===== src/rtl/adc_pattern_pkg.sv =====
// Shared types for the ADC test-pattern generator: pattern modes,
// FSM states, latched configuration bundle and first-sample helper.
package adc_pattern_pkg;

    localparam int CN_DEF = 2;
    localparam int DW_DEF = 14;
    localparam int PW_DEF = 32;
    localparam int LW_DEF = 16;

    typedef enum logic [1:0] {
        PAT_CONST = 2'd0,
        PAT_RAMP  = 2'd1,
        PAT_WALK  = 2'd2,
        PAT_SAW   = 2'd3
    } pat_mode_e;

    typedef enum logic [1:0] {
        IDLE = 2'd0,
        RUN  = 2'd1,
        STOP = 2'd2
    } state_e;

    typedef struct packed {
        pat_mode_e           mode;
        logic [DW_DEF-1:0]   val;
        logic [DW_DEF-1:0]   step;
        logic [LW_DEF-1:0]   len;
        logic [CN_DEF-1:0]   inv;
        logic [PW_DEF-1:0]   per;
        logic [PW_DEF-1:0]   tlen;
    } cfg_t;

    // Sample presented with the first beat after start.
    function automatic logic [DW_DEF-1:0] first_sample(
        input pat_mode_e         m,
        input logic [DW_DEF-1:0] v
    );
        logic [DW_DEF-1:0] r;
        r = v;
        if (m == PAT_WALK && v == '0)
            r = DW_DEF'(1);
        else if (m == PAT_SAW)
            r = '0;
        return r;
    endfunction

endpackage


===== src/rtl/adc_pattern_gen_trg.sv =====
// Periodic trigger: free-running period counter with registered pulse.
// Ports: clk_i/rstn_i, en_i (count), clr_i (restart), per_i, len_i, trg_o.
module adc_pattern_trg #(
    parameter int PW = 32
) (
    input  logic          clk_i,
    input  logic          rstn_i,
    input  logic          en_i,
    input  logic          clr_i,
    input  logic [PW-1:0] per_i,
    input  logic [PW-1:0] len_i,
    output logic          trg_o
);

    logic [PW-1:0] tc_q;
    logic          trg_q;

    always_ff @(posedge clk_i or negedge rstn_i) begin
        if (!rstn_i) begin
            tc_q  <= '0;
            trg_q <= 1'b0;
        end else if (clr_i) begin
            tc_q  <= '0;
            trg_q <= 1'b0;
        end else if (en_i) begin
            trg_q <= (per_i != '0) && (tc_q < len_i);
            if (per_i == '0 || tc_q == per_i - PW'(1))
                tc_q <= '0;
            else
                tc_q <= tc_q + PW'(1);
        end else begin
            // Counter holds; pulse is forced low outside RUN.
            trg_q <= 1'b0;
        end
    end

    assign trg_o = trg_q;

endmodule


===== src/rtl/adc_pattern_gen.sv =====
// Multi-channel ADC test-pattern source with valid/ready stream and trigger.
// Ports: ctl_* start/stop, cfg_* pattern/trigger config, sts_* status,
// m_t* sample stream (channel c at [c*DW +: DW]), trg_o trigger pulse.
module adc_pattern_gen
    import adc_pattern_pkg::*;
#(
    parameter int CN = CN_DEF,
    parameter int DW = DW_DEF,
    parameter int PW = PW_DEF,
    parameter int LW = LW_DEF
) (
    input  logic           clk_i,
    input  logic           rstn_i,
    input  logic           ctl_start_i,
    input  logic           ctl_stop_i,
    input  logic [1:0]     cfg_mode_i,
    input  logic [DW-1:0]  cfg_val_i,
    input  logic [DW-1:0]  cfg_step_i,
    input  logic [LW-1:0]  cfg_len_i,
    input  logic [CN-1:0]  cfg_inv_i,
    input  logic [PW-1:0]  cfg_trg_per_i,
    input  logic [PW-1:0]  cfg_trg_len_i,
    output logic           sts_run_o,
    output logic [31:0]    sts_cnt_o,
    output logic [CN*DW-1:0] m_tdata_o,
    output logic           m_tvalid_o,
    input  logic           m_tready_i,
    output logic           trg_o
);

    state_e        state_q;
    cfg_t          cfg_q;
    cfg_t          cfg_d;
    logic [DW-1:0] v_q;
    logic [DW-1:0] v_d;
    logic [LW-1:0] idx_q;
    logic [LW-1:0] idx_d;
    logic [31:0]   cnt_q;
    logic          tvalid_q;
    logic          hs;
    logic          start_ok;
    logic          saw_last;
    logic          trg_en;

    assign hs       = tvalid_q && m_tready_i;
    assign start_ok = (state_q == IDLE) && ctl_start_i && !ctl_stop_i;
    assign trg_en   = (state_q == RUN) && !ctl_stop_i;

    always_comb begin
        cfg_d      = '0;
        cfg_d.mode = pat_mode_e'(cfg_mode_i);
        cfg_d.val  = cfg_val_i;
        cfg_d.step = cfg_step_i;
        cfg_d.len  = cfg_len_i;
        cfg_d.inv  = cfg_inv_i;
        cfg_d.per  = cfg_trg_per_i;
        cfg_d.tlen = cfg_trg_len_i;
    end

    // Next sample on handshake; len==0 behaves like len==1.
    always_comb begin
        v_d      = v_q;
        idx_d    = idx_q;
        saw_last = (cfg_q.len == '0) || (idx_q == cfg_q.len - LW'(1));
        unique case (cfg_q.mode)
            PAT_CONST: v_d = v_q;
            PAT_RAMP:  v_d = v_q + cfg_q.step;
            PAT_WALK:  v_d = {v_q[DW-2:0], v_q[DW-1]};
            PAT_SAW: begin
                if (saw_last) begin
                    v_d   = '0;
                    idx_d = '0;
                end else begin
                    v_d   = v_q + cfg_q.step;
                    idx_d = idx_q + LW'(1);
                end
            end
        endcase
    end

    always_ff @(posedge clk_i or negedge rstn_i) begin
        if (!rstn_i) begin
            state_q  <= IDLE;
            cfg_q    <= '0;
            v_q      <= '0;
            idx_q    <= '0;
            cnt_q    <= '0;
            tvalid_q <= 1'b0;
        end else begin
            unique case (state_q)
                IDLE: begin
                    if (start_ok) begin
                        state_q  <= RUN;
                        cfg_q    <= cfg_d;
                        v_q      <= first_sample(cfg_d.mode, cfg_d.val);
                        idx_q    <= '0;
                        cnt_q    <= '0;
                        tvalid_q <= 1'b1;
                    end
                end
                RUN: begin
                    if (hs) begin
                        cnt_q <= cnt_q + 32'd1;
                        v_q   <= v_d;
                        idx_q <= idx_d;
                    end
                    if (ctl_stop_i) begin
                        if (hs) begin
                            state_q  <= IDLE;
                            tvalid_q <= 1'b0;
                        end else begin
                            state_q <= STOP;
                        end
                    end
                end
                STOP: begin
                    if (hs) begin
                        cnt_q    <= cnt_q + 32'd1;
                        v_q      <= v_d;
                        idx_q    <= idx_d;
                        state_q  <= IDLE;
                        tvalid_q <= 1'b0;
                    end
                end
                default: begin
                    state_q  <= IDLE;
                    tvalid_q <= 1'b0;
                end
            endcase
        end
    end

    for (genvar c = 0; c < CN; c++) begin : g_ch
        assign m_tdata_o[c*DW +: DW] = v_q ^ {DW{cfg_q.inv[c]}};
    end

    adc_pattern_trg #(
        .PW(PW)
    ) u_trg (
        .clk_i  (clk_i),
        .rstn_i (rstn_i),
        .en_i   (trg_en),
        .clr_i  (start_ok),
        .per_i  (cfg_q.per),
        .len_i  (cfg_q.tlen),
        .trg_o  (trg_o)
    );

    assign sts_run_o  = (state_q != IDLE);
    assign sts_cnt_o  = cnt_q;
    assign m_tvalid_o = tvalid_q;

endmodule


===== config.mk =====
export PLATFORM = sky130hd
export DESIGN_NAME = adc_pattern_gen
export DESIGN_NICKNAME = d
export VERILOG_FILES = /design/src/rtl/adc_pattern_pkg.sv /design/src/rtl/adc_pattern_gen_trg.sv /design/src/rtl/adc_pattern_gen.sv
export SDC_FILE = /design/constraint.sdc
export NUM_CORES = 1
export LEC_CHECK = 0
export BUFFER_PORTS_ARGS = -buffer_cell sky130_fd_sc_hd__buf_2
export CAP_MARGIN = 20
export CORE_ASPECT_RATIO = 1.75
export CORE_UTILIZATION = 50
export CTS_BUF_LIST = sky130_fd_sc_hd__clkbuf_8
export DETAILED_ROUTE_END_ITERATION = 8
export PLACE_DENSITY = 0.73
export SLEW_MARGIN = 20
export SYNTH_ARGS = -nofsm -noshare
export SYNTH_HDL_FRONTEND = slang
export SYNTH_SLANG_ARGS = --single-unit
export TNS_END_PERCENT = 1

===== constraint.sdc =====
create_clock -name clk_i -period 6.76 [get_ports clk_i]
set_clock_uncertainty 0.05 [all_clocks]
set_input_delay 1.352 -clock clk_i [delete_from_list [all_inputs] [get_ports clk_i]]
set_output_delay 1.352 -clock clk_i [all_outputs]
set_load 0.1 [all_outputs]

==> impl_metrics.py, run 1 <==
metrics = {
    "place": {
        "dpl.hpwl_um": 24800,
        "dpl_worst_slack_ps": 2150,
        "portBuffers": 179,
        "gp_congestion": 0.932,
    },
    "clock_tree": {
        "cts_tree": "built",
        "cts.sinks": 196,
        "clk-insertion-delay-late_ps": 510,
        "cts_resized": 0,
        "htreeDepth": 4,
        "cts_setup_buffers": 0,
        "postCtsHoldBufs": 0,
        "cts.reportedPaths.clkPinSlew_ps": 100,
        "cts_buffers": 17,
        "clockBufferDepth": 2,
        "clockRootBuffer": "clkbuf_8",
    },
    "cells_and_area": {
        "area_growth_pct": 12.1,
        "fillerInstances": 2258,
        "final_util_pct": 57.2,
        "final_common_cell": "nand2_1",
        "drive_gt1_share_pct": 15.0,
        "final_nets": 1790,
        "n_antenna_cell": 0,
        "layout_common_cells": "341 x nand2_1, 196 x dfrtp_1, 178 x buf_2, 110 x o21ai_0, 83 x nor2_1",
    },
    "global_route": {
        "grt_overflow": 0,
        "antenna_found_initial": 0,
        "grt_max_degree": 93,
        "grt_pass1_vias": 11200,
        "grt_pass1_wl_um": 54500,
        "grtUsageTotal_pct": 27.5,
    },
    "min_path": {
        "hold_path_class": "reg -> reg",
    },
    "route": {
        "vias": 11200,
        "drtIter0Drc": 767,
        "wl_per_cell_um": 17.1,
        "wl_um": 33100,
        "vias_per_cell": 5.76,
        "first_pass_iters": 5,
        "remaining_drc_errors": 0,
        "drtAntennaViolNets": 0,
    },
    "synth": {
        "synth.net_count": 1660,
        "synth-edff-count": 0,
        "ys_ff_latch": 196,
        "netlist_area_um2": 12300,
        "synth.distinct_cells": 70,
        "ys_seq_area_share_pct": 39.8,
        "ys_async_sr_fraction_pct": 100,
        "synth_area_per_cell_um2": 8.27,
        "netlist_instances": 1488,
        "synth_largest_area_cell": "dfrtp_1",
        "synth.top_cells.by_area": "dfrtp_1 40%, nand2_1 10%, ha_1 5.5%",
        "synth.top_cell.area_share_pct": 39.8,
        "yosys_warnings": 0,
        "synth_ff_type": "dfrtp_1",
    },
    "floorplan": {
        "core_area_um2": 24100,
        "die-area_um2": 25300,
        "io_pins": 180,
        "row_count": 75,
        "die_h_um": 210,
        "die_w_um": 121,
        "initial_core_util_pct": 51.0,
    },
    "sta": {
        "setup_violations": 0,
        "timing.fmax_ghz": 0.217,
        "hold_viol": 0,
        "post-route-min-period_ps": 4600,
        "timing.final.crit_share_pct": 68.0,
        "rsz0062_at_grt": "false",
        "report.final.slew_viol_count": 0,
        "max_slew_margin_pct": 25.7,
        "tns_ps": 0,
        "setup_ws_ps": 2160,
        "worst_slew_pin_slew_ps": 1110,
    },
    "worst_setup_path": {
        "reg2reg_depth": 9,
        "crit_path_start": "cfg_q[34]$_DFFE_PN0P_",
        "startpoint_type": "flip-flop",
        "worstPathMaxFanout": 41,
        "crit_end": "u_trg.tc_q[10]$_DFFE_PN0P_",
        "r2r_start": "cfg_q[34]$_DFFE_PN0P_",
        "r2r_end": "u_trg.tc_q[10]$_DFFE_PN0P_",
        "worstPathRequired_ps": 7090,
        "cp.arrival_ps": 4930,
        "critical_path_class": "reg -> reg",
        "cp-end-kind": "flip-flop",
        "reg2reg_slack_ps": 2160,
    },
    "power_and_ir_drop": {
        "ir_worst_vdd_uv": 363,
        "power_density_nw_per_um2": 467,
        "p_leak_nw": 6.60,
    },
    "status": {
        "status": "finished, final reports clean",
    },
    "flow_run": {
        "drv_cap": 0,
    },
}
critical path: stages, from the launching register on:
cell	delay (ps)
dfrtp_1	490
nor4_4	550
nand4b_2	290
or3_4	420
or3_1	380
a2111oi_0	430
and4_1	260
nand4b_2	800
nand2_1	630
o21ai_0	170
synthesized netlist by cell type (10+ instances only):
master      n
nand2_1   341
dfrtp_1   196
o21ai_0   110
nor2_1     85
xor2_1     75
clkbuf_1   68
inv_1      55
ha_1       54
nand3_1    54
xnor2_1    48
a21oi_1    36
a31oi_1    33
and3_1     32
nand4_1    32
nor3_1     32
nor4_1     22
nand2b_1   16
nor2b_1    15
or3_1      14
o21a_1     10
cells by family after synthesis:
logic type,count (synthesis),synth area share (%)
fa+ha+maj,55,5.65
simple gates,692,26.5
flops,196,39.8
buf+inv,133,4.23
compound gates,278,14.1
mux,11,0.925
xor+xnor,123,8.75
area by class of cell:
cell class / instances / area [um2] / area share, %
Clock buffer: 17 / 234 / 1.70
Clock inverter: 15 / 189 / 1.37
Inverter: 55 / 206 / 1.50
Multi-Input combinational cell: 1159 / 6900 / 50.0
Sequential cell: 196 / 4900 / 35.5
Tap cell: 308 / 385 / 2.79
Timing Repair Buffer: 189 / 980 / 7.10
routing by layer:
layer / track usage [%] / wire length [um]
met2: 49.5 / 17400
met3: 4.10 / 1220
met4: 15.5 / 1730
met5: 0 / 0
met1: 30.4 / 12800
through the flow:
step	cells	power, mW	hold slack, ps	area [um2]
2_1_floorplan	1488	4.89	397	12300
3_3_place_gp	1907	5.54	413	13400
3_5_place_dp	1907	5.61	427	13400
4_1_cts	1939	6.46	449	13800
5_1_grt	1939	6.88	484	13800
6_report	1939	6.45	445	13800
worst min-delay path by stage:
stage,from,end,slack (ps),cells past startpoint
after floorplan,cfg_q[0]$_DFFE_PN0P_,cfg_q[0]$_DFFE_PN0P_,400,2
after global placement,cfg_q[0]$_DFFE_PN0P_,cfg_q[0]$_DFFE_PN0P_,410,2
after detailed placement,cfg_q[85]$_DFFE_PN0P_,cfg_q[85]$_DFFE_PN0P_,430,2
after CTS,cfg_q[0]$_DFFE_PN0P_,cfg_q[0]$_DFFE_PN0P_,450,2
after global routing,cfg_q[90]$_DFFE_PN0P_,cfg_q[90]$_DFFE_PN0P_,480,2
final,cfg_q[0]$_DFFE_PN0P_,cfg_q[0]$_DFFE_PN0P_,440,2
state kept, by name, summed over array words and instances (netlist names):
register / flops
cfg_q: 98
sts_cnt_o: 32
u_trg.tc_q: 32
idx_q: 16
v_q: 14
state_q: 2
m_tvalid_o: 1
u_trg.trg_o: 1
power by group:
part / total [mW] / leakage, nW / internal, mW / switching, mW
logic: 3.64 / 3.84 / 1.03 / 2.61
registers: 1.97 / 2.54 / 1.51 / 0.459
clock network: 0.835 / 0.219 / 0.400 / 0.435
total: 6.45 / 6.60 / 2.94 / 3.50
Power figures use the tool's default switching activity.
==> run 2: changes to the inputs <==
- clock period: 6.76 -> 4.3 ns (I/O delays scaled with it)
==> run 2 against run 1 <==
Sequential share of layout area fell by 0.071 points. Die area did not move. First-iteration DRC count fell by 7.0%. Sequential cell count did not move. Critical path type unchanged. Largest cell class unchanged.
==> impl_metrics.py, run 2 (same netlist as run 1, synthesis figures left out) <==
metrics = {
    "clock_tree": {
        "clockRootBuffer": "clkbuf_8",
        "cts_tree": "built",
        "postCtsHoldBufs": 0,
        "htreeDepth": 4,
        "cts.reportedPaths.clkPinSlew_ps": 90,
        "cts_buffers": 17,
        "clk-insertion-delay-late_ps": 500,
        "clockBufferDepth": 2,
        "cts_resized": 0,
        "cts_setup_buffers": 0,
        "cts.sinks": 196,
    },
    "sta": {
        "report.final.slew_viol_count": 0,
        "timing.fmax_ghz": 0.263,
        "worst_slew_pin_slew_ps": 1030,
        "tns_ps": 0,
        "setup_ws_ps": 498,
        "setup_violations": 0,
        "max_slew_margin_pct": 31.4,
        "rsz0062_at_grt": "false",
        "post-route-min-period_ps": 3800,
        "timing.final.crit_share_pct": 88.4,
        "hold_viol": 0,
    },
    "worst_setup_path": {
        "critPathSlowestCell": "nor4_4",
        "crit_path_start": "cfg_q[34]$_DFFE_PN0P_",
        "crit_buf_inv": 1,
        "worstPathRequired_ps": 4620,
        "path_delay_family": "simple AND/OR/NAND/NOR gates",
        "r2r_start": "cfg_q[34]$_DFFE_PN0P_",
        "cpPeakStageDelay_ps": 550,
        "startpoint_type": "flip-flop",
        "cp_cell_sequence": "nor4_4 > nand4b_2 > or3_4 > or3_1 > a2111oi_0 > and4_1 > nand4b_2 > buf_4 > nand2_1 > o21ai_0",
        "crit_top_cell": "nand4b_2",
        "worstPathMaxFanout": 41,
        "cp.arrival_ps": 4120,
        "critical_path_class": "reg -> reg",
        "cp-end-kind": "flip-flop",
        "reg2reg_slack_ps": 500,
    },
    "power_and_ir_drop": {
        "p_leak_nw": 6.62,
        "ir_worst_vdd_uv": 632,
        "power_density_nw_per_um2": 725,
    },
    "route": {
        "first_pass_iters": 5,
        "wl_um": 32800,
        "vias": 11200,
        "remaining_drc_errors": 0,
        "wl_per_cell_um": 16.8,
        "vias_per_cell": 5.73,
        "drtAntennaViolNets": 0,
        "drtIter0Drc": 713,
    },
    "place": {
        "portBuffers": 179,
        "dpl_worst_slack_ps": 537,
        "gp_congestion": 0.942,
        "dpl.hpwl_um": 25000,
    },
    "floorplan": {
        "row_count": 75,
        "die-area_um2": 25300,
        "io_pins": 180,
        "die_h_um": 210,
        "die_w_um": 121,
        "initial_core_util_pct": 51.0,
        "core_area_um2": 24100,
    },
    "global_route": {
        "grtUsageTotal_pct": 26.9,
        "grt_most_used_layer": "met2",
        "grt_pass1_vias": 11000,
        "grt_util_met3_pct": 4.43,
        "met1_usage_pct": 28.5,
        "use_met2_pct": 49.5,
        "grt_max_degree": 116,
        "antenna_found_initial": 1,
        "grt_overflow": 0,
        "grt_pass1_wl_um": 53500,
    },
    "cells_and_area": {
        "final_nets": 1797,
        "largest_reg_flops": 98,
        "top_register": "cfg_q",
        "drive_gt1_share_pct": 15.3,
        "multi_input_area_um2": 6900,
        "fillerInstances": 2206,
        "area_growth_pct": 12.4,
        "layout_common_cells": "341 x nand2_1, 196 x dfrtp_1, 178 x buf_2, 110 x o21ai_0, 83 x nor2_1",
        "final_common_cell": "nand2_1",
        "seqCellArea_um2": 4900,
    },
    "status": {
        "status": "finished, final reports clean",
    },
    "flow_run": {
        "drv_cap": 0,
    },
    "min_path": {
        "hold_path_class": "in -> async",
    },
}
==> run 2: routing by layer <==
metal	vias up	share of wire, %	wire length (um)
met4	0	5.0	1650
met1	5314	38	12600
met2	306	53	17400
met3	101	3.6	1180
li1	5433	-	-
met5	-	0	0
==> run 2: final timing paths <==
kind / depth (start not counted) / end
max: 10 / u_trg.tc_q[4]$_DFFE_PN0P_
min in group clk_i: 2 / cfg_q[87]$_DFFE_PN0P_
min reg2reg: 2 / cfg_q[87]$_DFFE_PN0P_
min: 1 / sts_cnt_o[11]$_DFFE_PN0P_
max reg2reg: 10 / u_trg.tc_q[4]$_DFFE_PN0P_
max in group asynchronous: 2 / idx_q[5]$_DFFE_PN0P_
==> run 2: area by class of cell <==
type / count / share of cell area, %
clock inverter: 12 / 0.823
antenna: 1 / 0.0181
clock buffer: 20 / 1.99
sequential: 196 / 35.5
inverter: 55 / 1.49
tap: 308 / 2.79
multi-input combinational: 1159 / 49.9
timing repair buffer: 196 / 7.55
==> run 2: report_power, final <==
group,switching (mW),internal (mW)
Sequential,0.720,2.38
Combinational,4.09,1.65
Clock,0.652,0.551
Total,5.46,4.57
==> run 2: stage by stage <==
| step | util [%] | std cells | hold slack [ps] | total power [mW] | area (um2) |
|---|---|---|---|---|---|
| floorplan | - | 1488 | 397 | 7.68 | 12300 |
| global placement | 55.7 | 1914 | 413 | 8.74 | 13400 |
| detailed placement | 55.7 | 1914 | 423 | 8.86 | 13400 |
| CTS | 57.3 | 1946 | 435 | 10.1 | 13800 |
| global route | 57.3 | 1947 | 463 | 10.7 | 13800 |
| finish | 57.3 | 1947 | 402 | 10.0 | 13800 |
==> run 3: changes to the inputs <==
- ABC_CLOCK_PERIOD_IN_PS: not set -> 4300
- CORE_UTILIZATION: 50 -> 45
- PLACE_DENSITY: 0.73 -> 0.67
- SYNTH_HIERARCHICAL: not set -> 1
==> run 3 against run 2 <==
Design area rose by 4.7%. Global-route usage fell by 0.17 points. Setup slack got worse by 240 ps. Core utilization fell by 5.6 points. Synthesized cell count rose by 4.1%.
==> impl_metrics.py, run 3 <==
metrics = {
    "status": {
        "status": "finished, final reports clean",
    },
    "cells_and_area": {
        "final_common_cell": "nand2_1",
        "drive_gt1_share_pct": 15.9,
        "multi_input_area_um2": 7420,
        "seqCellArea_um2": 4900,
        "largest_reg_flops": 98,
        "layout_common_cells": "381 x nand2_1, 196 x dfrtp_1, 178 x buf_2, 94 x nor2_1, 78 x xor2_1",
        "final_nets": 1876,
        "instances_no_fill": 2091,
        "fillerInstances": 2812,
        "top_register": "cfg_q",
        "area_growth_pct": 12.9,
        "finalInstanceArea_um2": 14500,
    },
    "worst_setup_path": {
        "cp_cell_sequence": "inv_1 > ha_1 > or4b_2 > nor4_2 > buf_4 > xnor2_1 > a211o_1 > a32o_1 > nor4_1 > nand4b_1 > buf_4 > nand2_1 > o221ai_1",
        "cp-end-kind": "flip-flop",
        "reg2reg_slack_ps": 260,
        "startpoint_type": "flip-flop",
        "worstPathMaxFanout": 37,
        "critPathSlowestCell": "or4b_2",
        "crit_buf_inv": 3,
        "path_delay_family": "simple AND/OR/NAND/NOR gates",
        "cp.arrival_ps": 4380,
        "cpPeakStageDelay_ps": 690,
        "worstPathRequired_ps": 4630,
        "critical_path_class": "reg -> reg",
        "crit_top_cell": "buf_4",
    },
    "sta": {
        "hold_viol": 0,
        "timing.final.crit_share_pct": 94.0,
        "setup_violations": 0,
        "rsz0062_at_grt": "false",
        "timing.fmax_ghz": 0.247,
        "tns_ps": 0,
        "report.final.slew_viol_count": 0,
        "setup_ws_ps": 257,
        "fin_hold_ws_ps": 278,
        "worst_slew_pin_slew_ps": 1070,
        "max_slew_margin_pct": 28.5,
        "post-route-min-period_ps": 4040,
    },
    "global_route": {
        "grt_pass1_wl_um": 59900,
        "grt_pass1_vias": 11800,
        "grt_overflow": 0,
        "use_met2_pct": 50.6,
        "grtUsageTotal_pct": 26.8,
        "antenna_found_initial": 5,
        "met1_usage_pct": 27.0,
        "grt_max_degree": 96,
        "grt_most_used_layer": "met2",
        "grt_util_met3_pct": 4.75,
    },
    "place": {
        "dpl_worst_slack_ps": 295,
        "dpl.hpwl_um": 28300,
        "gp_congestion": 0.953,
        "placedInstanceArea_um2": 14100,
        "portBuffers": 179,
        "place_inst": 2058,
    },
    "synth": {
        "ys_ff_latch": 196,
        "synth_ff_type": "dfrtp_1",
        "netlist_area_um2": 12800,
        "ys_top_cells_by_count": "381 x nand2_1, 196 x dfrtp_1, 95 x nor2_1",
        "synth_largest_area_cell": "dfrtp_1",
        "synth.net_count": 1721,
        "synth.distinct_cells": 88,
        "synth.top_cells.by_area": "dfrtp_1 38%, nand2_1 11%, xor2_1 5.3%",
        "synth-edff-count": 0,
        "yosysMostFrequentCell": "nand2_1",
        "synth.top_cell.area_share_pct": 38.2,
        "yosys_warnings": 6,
        "synth_area_per_cell_um2": 8.28,
        "ys_async_sr_fraction_pct": 100,
        "ys_seq_area_share_pct": 38.2,
        "netlist_instances": 1549,
    },
    "route": {
        "remaining_drc_errors": 0,
        "wl_um": 37900,
        "vias_per_cell": 5.67,
        "drtIter0Drc": 572,
        "wl_per_cell_um": 18.1,
        "first_pass_iters": 5,
        "vias": 11900,
        "drtAntennaViolNets": 0,
    },
    "floorplan": {
        "die_w_um": 130,
        "die-area_um2": 29200,
        "row_count": 81,
        "core_area_um2": 28000,
        "io_pins": 180,
        "initial_core_util_pct": 45.9,
        "die_h_um": 225,
    },
    "min_path": {
        "hold_path_class": "in -> async",
    },
    "clock_tree": {
        "cts.sinks": 196,
        "cts.reportedPaths.clkPinSlew_ps": 100,
        "cts_resized": 0,
        "cts_tree": "built",
        "postCtsHoldBufs": 0,
        "cts_setup_buffers": 0,
        "cts_buffers": 17,
        "htreeDepth": 4,
        "clockBufferDepth": 2,
        "clockRootBuffer": "clkbuf_8",
        "clk-insertion-delay-late_ps": 520,
    },
    "power_and_ir_drop": {
        "p_leak_nw": 6.89,
        "power_density_nw_per_um2": 769,
        "ir_worst_vdd_uv": 1300,
    },
    "flow_run": {
        "drv_cap": 0,
    },
}
[run 3: cell types whose count changed after synthesis, sizes merged, moves of 10 or more]
cell	before	now
a31oi	33	17
nand3	54	69
nand2	341	381
nor2	85	96
a21oi	36	48
and3	32	17
o21ai	114	77
nor3	32	43
clkbuf	68	58
[run 3: worst register-to-register path, cell delays in order, from the launching register on]
cell and delay (ps):
dfrtp_1 470, inv_1 120, ha_1 270, or4b_2 700, nor4_2 320, buf_4 190, xnor2_1 60, a211o_1 310
a32o_1 230, nor4_1 280, nand4b_1 140, buf_4 280, nand2_1 320, o221ai_1 180
[run 3: per-layer routing]
metal	vias to the layer above	share of wire (%)
li1	5709	-
met1	5750	36
met2	304	55
met3	100	3.6
met4	0	5.3
met5	-	0
[run 3: final timing paths]
kind,from,end,cells past startpoint
worst max-delay path,cfg_q[32]$_DFFE_PN0P_,u_trg/tc_q[16]$_DFFE_PN0P_,13
worst min-delay path,rstn_i,v_q[8]$_DFFE_PN0P_,1
worst max register to register,cfg_q[32]$_DFFE_PN0P_,u_trg/tc_q[16]$_DFFE_PN0P_,13
worst min register to register,cfg_q[4]$_DFFE_PN0P_,cfg_q[4]$_DFFE_PN0P_,2
max in group asynchronous,rstn_i,cfg_q[32]$_DFFE_PN0P_,2
min in group clk_i,cfg_q[4]$_DFFE_PN0P_,cfg_q[4]$_DFFE_PN0P_,2
[run 3: logic make-up (layout without fill, tap and decap cells)]
group,count (synthesis),in the layout,share of synthesized area (%)
adder cells (fa/ha/maj),55,55,5.42
multiplexers,8,8,0.624
buffers and inverters,128,293,4.03
AND/OR/NAND/NOR,773,773,28.9
other,0,4,0
flip-flops,196,196,38.2
XOR/XNOR,133,133,9.08
AO/OA/AOI/OAI,256,256,13.7
[run 3: cell type report]
type	instances	share of cell area [%]
Clock buffer	19	1.81
Inverter	61	1.59
Antenna cell	4	0.0691
Multi-Input combinational cell	1225	51.2
Sequential cell	196	33.9
Clock inverter	10	0.614
Timing Repair Buffer	203	7.58
Tap cell	373	3.22
[run 3: through the flow]
stage                     util, %  total power, mW
after global placement       50.5             9.88
after floorplan                 -             8.48
after CTS                    51.7             11.2
after global routing         51.8             11.9
final                        51.8             11.1
after detailed placement     50.5             9.96
[run 3: power by group]
group | switching, mW | total, mW | internal (mW) | leakage, nW
Combinational | 4.71 | 6.72 | 2.01 | 4.19
Sequential | 0.835 | 3.25 | 2.42 | 2.52
Clock | 0.685 | 1.16 | 0.475 | 0.182
Total | 6.23 | 11.1 | 4.90 | 6.89
